--- src/rtl/tnet_tx_framer.sv ---
// tnet_tx_framer
//   Packs tProc network messages (header + three payload words) into two-beat
//   64-bit AXI-Stream frames for the Aurora TX user interface. Messages are
//   queued in a small FIFO. An 8-bit sequence number replaces header bits
//   [7:0]. Traffic is gated on channel_up. Sent and dropped frames are counted.
//
// Ports
//   user_clk_i          Aurora user clock (rising edge)
//   user_rst_i          asynchronous active-high reset
//   channel_up_i        Aurora channel up; low aborts, flushes and drops
//   msg_valid_i/ready_o message handshake; ready is forced high while down
//   msg_hdr_i           header, bits [7:0] replaced by the sequence number
//   msg_dt1_i..dt3_i    payload words
//   m_axi_tx_*          AXI-Stream master toward the Aurora TX core
//   fifo_cnt_o          FIFO occupancy
//   pkt_cnt_o           frames fully sent (wrapping)
//   drop_cnt_o          messages discarded (wrapping)
//   busy_o              FIFO non-empty or a frame in progress
module tnet_tx_framer #(
  parameter int FIFO_DEPTH = 8,
  localparam int AW = $clog2(FIFO_DEPTH)
) (
  input  logic          user_clk_i,
  input  logic          user_rst_i,
  input  logic          channel_up_i,
  input  logic          msg_valid_i,
  output logic          msg_ready_o,
  input  logic [31:0]   msg_hdr_i,
  input  logic [31:0]   msg_dt1_i,
  input  logic [31:0]   msg_dt2_i,
  input  logic [31:0]   msg_dt3_i,
  output logic [63:0]   m_axi_tx_tdata_o,
  output logic          m_axi_tx_tvalid_o,
  output logic          m_axi_tx_tlast_o,
  input  logic          m_axi_tx_tready_i,
  output logic [AW:0]   fifo_cnt_o,
  output logic [15:0]   pkt_cnt_o,
  output logic [15:0]   drop_cnt_o,
  output logic          busy_o
);

  typedef enum logic [1:0] {IDLE, BEAT0, BEAT1} state_t;

  localparam logic [AW:0]   DEPTH_V = (AW+1)'(FIFO_DEPTH);
  localparam logic [AW-1:0] PTR_ONE = AW'(1);

  // Entry layout: {hdr[31:8], dt1, dt2, dt3}
  logic [119:0]  mem [FIFO_DEPTH];
  logic [119:0]  rd_entry;
  logic [AW-1:0] wr_ptr, rd_ptr;
  logic [AW:0]   cnt_q, cnt_d;
  logic          full_q, empty_q;
  logic          push, pop, ld_beat0, ld_beat1, frame_done;
  logic [31:0]   hold_dt2_p0, hold_dt3_p0;
  logic [7:0]    seq_q, seq_beat0;
  logic [15:0]   pkt_q, drop_q, drop_inc;
  logic [63:0]   tdata_q;
  logic          tvalid_q, tlast_q;
  state_t        state_q, state_d;
  logic          unused_hdr_lsb;

  assign unused_hdr_lsb = ^msg_hdr_i[7:0];

  // While the channel is down every message is acknowledged and dropped.
  assign msg_ready_o = ~full_q | ~channel_up_i;
  assign push        = msg_valid_i & ~full_q & channel_up_i;
  assign rd_entry    = mem[rd_ptr];
  assign cnt_d       = cnt_q + (AW+1)'(push) - (AW+1)'(pop);

  // A back-to-back frame is loaded on the same edge that closes the previous
  // one, so it must carry the already-incremented sequence number.
  assign seq_beat0 = frame_done ? seq_q + 8'd1 : seq_q;

  // Abort accounting: in-flight frame + flushed entries + message offered now.
  assign drop_inc = 16'(msg_valid_i) + 16'(state_q != IDLE) + 16'(cnt_q);

  always_ff @(posedge user_clk_i) begin
    if (push) mem[wr_ptr] <= {msg_hdr_i[31:8], msg_dt1_i, msg_dt2_i, msg_dt3_i};
  end

  always_ff @(posedge user_clk_i) begin
    if (pop) {hold_dt2_p0, hold_dt3_p0} <= rd_entry[63:0];
  end

  // empty_q follows the previous occupancy: a fresh entry becomes visible one
  // cycle after its write. Pops are always at least two edges apart (a frame
  // is two beats), so the lag can never let a pop hit an empty FIFO.
  always_ff @(posedge user_clk_i or posedge user_rst_i) begin
    if (user_rst_i) begin
      wr_ptr  <= '0;
      rd_ptr  <= '0;
      cnt_q   <= '0;
      full_q  <= 1'b0;
      empty_q <= 1'b1;
    end else if (!channel_up_i) begin
      wr_ptr  <= '0;
      rd_ptr  <= '0;
      cnt_q   <= '0;
      full_q  <= 1'b0;
      empty_q <= 1'b1;
    end else begin
      if (push) wr_ptr <= wr_ptr + PTR_ONE;
      if (pop)  rd_ptr <= rd_ptr + PTR_ONE;
      cnt_q   <= cnt_d;
      full_q  <= (cnt_d == DEPTH_V);
      empty_q <= (cnt_q == '0);
    end
  end

  always_ff @(posedge user_clk_i or posedge user_rst_i) begin
    if (user_rst_i)         drop_q <= '0;
    else if (!channel_up_i) drop_q <= drop_q + drop_inc;
  end

  always_comb begin
    state_d    = state_q;
    pop        = 1'b0;
    ld_beat0   = 1'b0;
    ld_beat1   = 1'b0;
    frame_done = 1'b0;
    if (!channel_up_i) begin
      state_d = IDLE;
    end else begin
      unique case (state_q)
        IDLE: begin
          if (!empty_q) begin
            pop      = 1'b1;
            ld_beat0 = 1'b1;
            state_d  = BEAT0;
          end
        end
        BEAT0: begin
          if (m_axi_tx_tready_i) begin
            ld_beat1 = 1'b1;
            state_d  = BEAT1;
          end
        end
        BEAT1: begin
          if (m_axi_tx_tready_i) begin
            frame_done = 1'b1;
            if (!empty_q) begin
              pop      = 1'b1;
              ld_beat0 = 1'b1;
              state_d  = BEAT0;
            end else begin
              state_d = IDLE;
            end
          end
        end
        default: state_d = IDLE;
      endcase
    end
  end

  always_ff @(posedge user_clk_i or posedge user_rst_i) begin
    if (user_rst_i) begin
      state_q  <= IDLE;
      tvalid_q <= 1'b0;
      tlast_q  <= 1'b0;
      tdata_q  <= '0;
      seq_q    <= '0;
      pkt_q    <= '0;
    end else begin
      state_q  <= state_d;
      tvalid_q <= (state_d != IDLE);
      tlast_q  <= (state_d == BEAT1);
      if (ld_beat0)      tdata_q <= {rd_entry[119:96], seq_beat0, rd_entry[95:64]};
      else if (ld_beat1) tdata_q <= {hold_dt2_p0, hold_dt3_p0};
      if (frame_done) begin
        seq_q <= seq_q + 8'd1;
        pkt_q <= pkt_q + 16'd1;
      end
    end
  end

  assign m_axi_tx_tdata_o  = tdata_q;
  assign m_axi_tx_tvalid_o = tvalid_q;
  assign m_axi_tx_tlast_o  = tlast_q;
  assign fifo_cnt_o        = cnt_q;
  assign pkt_cnt_o         = pkt_q;
  assign drop_cnt_o        = drop_q;
  assign busy_o            = (cnt_q != '0) | (state_q != IDLE);

endmodule
--- config.mk ---
export PLATFORM = sky130hd
export DESIGN_NAME = tnet_tx_framer
export DESIGN_NICKNAME = d
export VERILOG_FILES = /design/src/rtl/tnet_tx_framer.sv
export SDC_FILE = /design/constraint.sdc
export NUM_CORES = 1
export LEC_CHECK = 0
export ABC_AREA = 0
export CORE_MARGIN = 5
export CORE_UTILIZATION = 25
export DETAILED_ROUTE_END_ITERATION = 16
export PLACE_DENSITY_LB_ADDON = 0.08
export SYNTH_ARGS = -nofsm -noshare
export SYNTH_HDL_FRONTEND = slang
export SYNTH_SLANG_ARGS = --single-unit
--- constraint.sdc ---
create_clock -name user_clk_i -period 11.7 [get_ports user_clk_i]
set_input_delay 2.34 -clock user_clk_i [delete_from_list [all_inputs] [get_ports user_clk_i]]
set_output_delay 2.34 -clock user_clk_i [all_outputs]
set_load 0.05 [all_outputs]
==> qor.yml <==
status:
  outcome: "finished clean"
clock_network:
  clock_sinks: 1144
  cts_resized: 0
  holdBufCountCts: 0
  path_clk_slew_ns: 0.06
  tritoncts.num_buffers: 136
  htree_levels: 4
  post_cts_buffers: 0
  root_buffer_master: "sky130_fd_sc_hd__clkbuf_16"
  clockBufferDepth: 3
  clk_latency_ns: 0.74
  tritoncts: "built"
power_and_ir_drop:
  p_leak_nw: 16.8
  pwr-share-comb: 0.220
  power.internal_mw: 8.19
  switchingPower_mw: 3.35
  power.switching_fraction: 0.290
  power.clock.fraction: 0.353
  max-vdd-ir-drop_uv: 101
  p_seq_frac: 0.428
  power_density_nw_per_um2: 220
layout:
  fin_cells: 4819
  final_nets: 2550
  layout.core_utilization: 0.306
  final_layout_size_suffix_gt1_frac: 0.206
  area_delta_synth_final_pct: 21.8
routing:
  routed_via_density: 4.34
  drt-pass1-iter-count: 5
  vias: 20900
  route.detailed.wl_per_inst_um: 25.4
  drt_drc_violations_left: 0
  antenna_violating_nets_post_route: 0
  first_iter_violations: 1315
  wirelength_um: 122000
global_route:
  grt_max_degree: 121
  grt-busiest-layer: "met2"
  number_of_global_route_vias_before_repair: 22500
  grt_pass1_wl_um: 175000
  gr-usage-met2: 0.227
  met1_track_demand_over_resource: 0.180
  grt_antenna_before_repair: 32
  grt_util_all_layers: 0.136
  globalRoute.totalOverflow: 0
  gr-usage-met3: 0.0287
sta:
  finalSetupTns_ns: 0
  timing_max_transition_violations_final: 0
  layout_worst_path_cycle_share: 0.539
  final-hold-violation-count: 0
  layout_setup_ws_ns: 5.40
  period_minus_slack_ns: 6.30
  max_slew_margin: 0.237
  final_setup_skew_ns: 0.0232
  fmaxAchievable_ghz: 0.159
  final-setup-viol-count: 0
  transition_time_at_the_pin_with_the_least_slew_margin_ns: 1.14
  grt_setup_unrepaired: "false"
  hold_ws_ns: 0.466
setup_path:
  crit_path_max_fanout: 22
  critical_path_data_required_time_ns: 9.36
  crit_start: "channel_up_i"
  worstReg2RegStart: "rd_ptr[0]$_DFFE_PP0P_"
  crit_arrival_ns: 3.96
  criticalPathCategory: "in -> out"
  worstSetupEndpointType: "output port"
  start_kind: "primary input"
synth:
  synth_compound_gate_area_share: 0.0196
  synth.cells.most_frequent: "sky130_fd_sc_hd__edfxtp_1 (1024), sky130_fd_sc_hd__mux4_2 (240), sky130_fd_sc_hd__nand2_1 (224)"
  multiplexer_fraction_of_the_synthesized_cell_area: 0.131
  yosys-top-cells-area: "sky130_fd_sc_hd__edfxtp_1 (71%), sky130_fd_sc_hd__mux4_2 (13%), sky130_fd_sc_hd__dfrtp_1 (6.9%)"
  synth-adder-area-share: 0.00604
  post_synthesis_share_of_cell_area_spent_on_xor_and_xnor_gates: 0.00834
  proportion_of_synthesized_chip_area_in_sequential_cells: 0.784
  post_synth_and_or_nand_nor_area_fraction: 0.0374
  synthMostInstantiatedCell: "sky130_fd_sc_hd__edfxtp_1"
  largest_area_contributor_in_the_netlist: "sky130_fd_sc_hd__edfxtp_1"
  yosys_register_bits: 1144
  yosysWarnings: 0
  synth_cell_types: 47
  yosysTopAreaCellShare: 0.714
  synth_flop_cell: "sky130_fd_sc_hd__edfxtp_1"
  syn_area_per_cell_um2: 20.6
  post_synth_instance_area_um2: 43100
  post_synth_inst_count: 2087
  synthesis.nets: 2239
  synth_enable_flop_cells: 1024
  share_of_synthesized_flip_flops_with_an_asynchronous_set_or_reset: 0.105
  largest_family_of_logic_cells_by_synthesized_area: "multiplexers"
die:
  die_height_um: 425
  start_util: 0.251
  ios: 237
  core_area_um2: 172000
  die_area_um2: 181000
  fp.dieW_um: 425
  row_count: 152
job:
  max-cap-violations: 0
place:
  dp.cells: 4570
  post-place-ws_ns: 5.07
  detailed_place_hpwl_um: 69400
  buffer_ports.inserted: 228
  final_wtd_congestion: 0.711
min_path:
  hold_class: "reg -> reg"
  hp-start: "pkt_cnt_o[15]$_DFFE_PP0P_"
registers in the layout (all words and copies together), names as in the netlist:
register / flops
drop_cnt_o: 16
empty_q: 1
fifo_cnt_o: 4
full_q: 1
hold_dt2_p0: 32
hold_dt3_p0: 32
m_axi_tx_tdata_o: 64
m_axi_tx_tlast_o: 1
m_axi_tx_tvalid_o: 1
mem: 960
pkt_cnt_o: 16
rd_ptr: 3
seq_q: 8
state_q: 2
wr_ptr: 3
layout by cell type, fill, tap and decap left out, types with 3 or more instances in the layout:
cell                              instances
sky130_fd_sc_hd__dfrtp_1                116
sky130_fd_sc_hd__inv_6                    8
sky130_fd_sc_hd__o21a_1                   3
sky130_fd_sc_hd__o21ai_0                  9
sky130_fd_sc_hd__nor2b_1                  4
sky130_fd_sc_hd__fa_1                     3
sky130_fd_sc_hd__a21oi_1                  4
sky130_fd_sc_hd__clkdlybuf4s50_1        228
sky130_fd_sc_hd__clkbuf_1                25
sky130_fd_sc_hd__nand3_1                 15
sky130_fd_sc_hd__nand4_1                 14
sky130_fd_sc_hd__bufinv_16                8
sky130_fd_sc_hd__mux2_2                  12
sky130_fd_sc_hd__nand2_1                224
sky130_fd_sc_hd__clkbuf_8                 6
sky130_fd_sc_hd__mux4_2                 240
sky130_fd_sc_hd__xor2_1                  11
sky130_fd_sc_hd__mux2i_1                  9
sky130_fd_sc_hd__buf_4                   43
sky130_fd_sc_hd__edfxtp_1              1024
sky130_fd_sc_hd__or2_2                    4
sky130_fd_sc_hd__nand2b_1                 4
sky130_fd_sc_hd__clkinvlp_4               4
sky130_fd_sc_hd__nor2_4                   6
sky130_fd_sc_hd__inv_1                    6
sky130_fd_sc_hd__buf_12                   3
sky130_fd_sc_hd__a21o_1                   6
sky130_fd_sc_hd__clkbuf_16              141
sky130_fd_sc_hd__a211oi_1                 4
sky130_fd_sc_hd__clkinv_2                23
sky130_fd_sc_hd__xnor2_1                 30
sky130_fd_sc_hd__nor2_1                  86
sky130_fd_sc_hd__ha_1                    16
sky130_fd_sc_hd__o22ai_1                103
sky130_fd_sc_hd__diode_2                  5
sky130_fd_sc_hd__clkinv_1                27
critical path, cell delays in order:
cell	delay, ns
sky130_fd_sc_hd__clkdlybuf4s50_1	0.47
sky130_fd_sc_hd__buf_4	0.29
sky130_fd_sc_hd__nand2_1	0.12
sky130_fd_sc_hd__clkdlybuf4s50_1	0.72
power by group through the flow:
stage	combinational, mW	clock [mW]	sequential (mW)
after floorplan	1.34	0	5.39
after global placement	2.61	0	5.02
after detailed placement	2.61	0	5.03
after CTS	2.62	4.22	4.94
after global routing	2.74	4.40	4.96
final	2.53	4.07	4.93
worst paths after layout:
path / cells past startpoint / slack [ns] / endpoint
worst max-delay path: 4 / 5.40 / msg_ready_o
worst min-delay path: 1 / 0.47 / pkt_cnt_o[15]$_DFFE_PP0P_
worst max register to register: 6 / 7.27 / hold_dt2_p0[19]$_DFFE_PP_
worst min register to register: 1 / 0.47 / pkt_cnt_o[15]$_DFFE_PP0P_
max in group asynchronous: 3 / 8.53 / m_axi_tx_tdata_o[61]$_DFFE_PP0P_
min in group asynchronous: 2 / 2.03 / m_axi_tx_tdata_o[30]$_DFFE_PP0P_
cell families (layout without fill, tap and decap cells):
| logic type | Yosys count | in the layout |
|---|---|---|
| AOI/OAI and AO/OA | 133 | 133 |
| xor gates and xnor gates | 41 | 41 |
| adders and majority gates | 19 | 19 |
| buffers and inverters | 111 | 528 |
| DFF | 1144 | 1144 |
| muxes | 261 | 261 |
| other | 0 | 5 |
| and+or+nand+nor | 378 | 378 |
area by class of cell:
cell class,instances,area [um2]
fillers,16700,119000
diodes,5,12.5
multi-input cells,832,8780
clock buffers,172,3700
well taps,2310,2890
flip-flops and latches,1144,33800
repair buffers,274,2670
inverters,10,45.0
clock inverters,72,589
through the flow:
stage / instance area (um2) / total power [mW]
global route: 52400 / 12.1
floorplan: 43100 / 6.73
global placement: 48100 / 7.63
detailed placement: 48100 / 7.64
finish: 52500 / 11.5
CTS: 52400 / 11.8
routing by layer:
layer / part of all wire / up-vias / wire length [um]
li1: - / 9070 / -
met1: 0.45 / 11300 / 54500
met2: 0.49 / 392 / 60100
met3: 0.039 / 182 / 4730
met4: 0.024 / 8 / 2940
met5: 0.00044 / - / 54
Power figures use the tool's default switching activity.
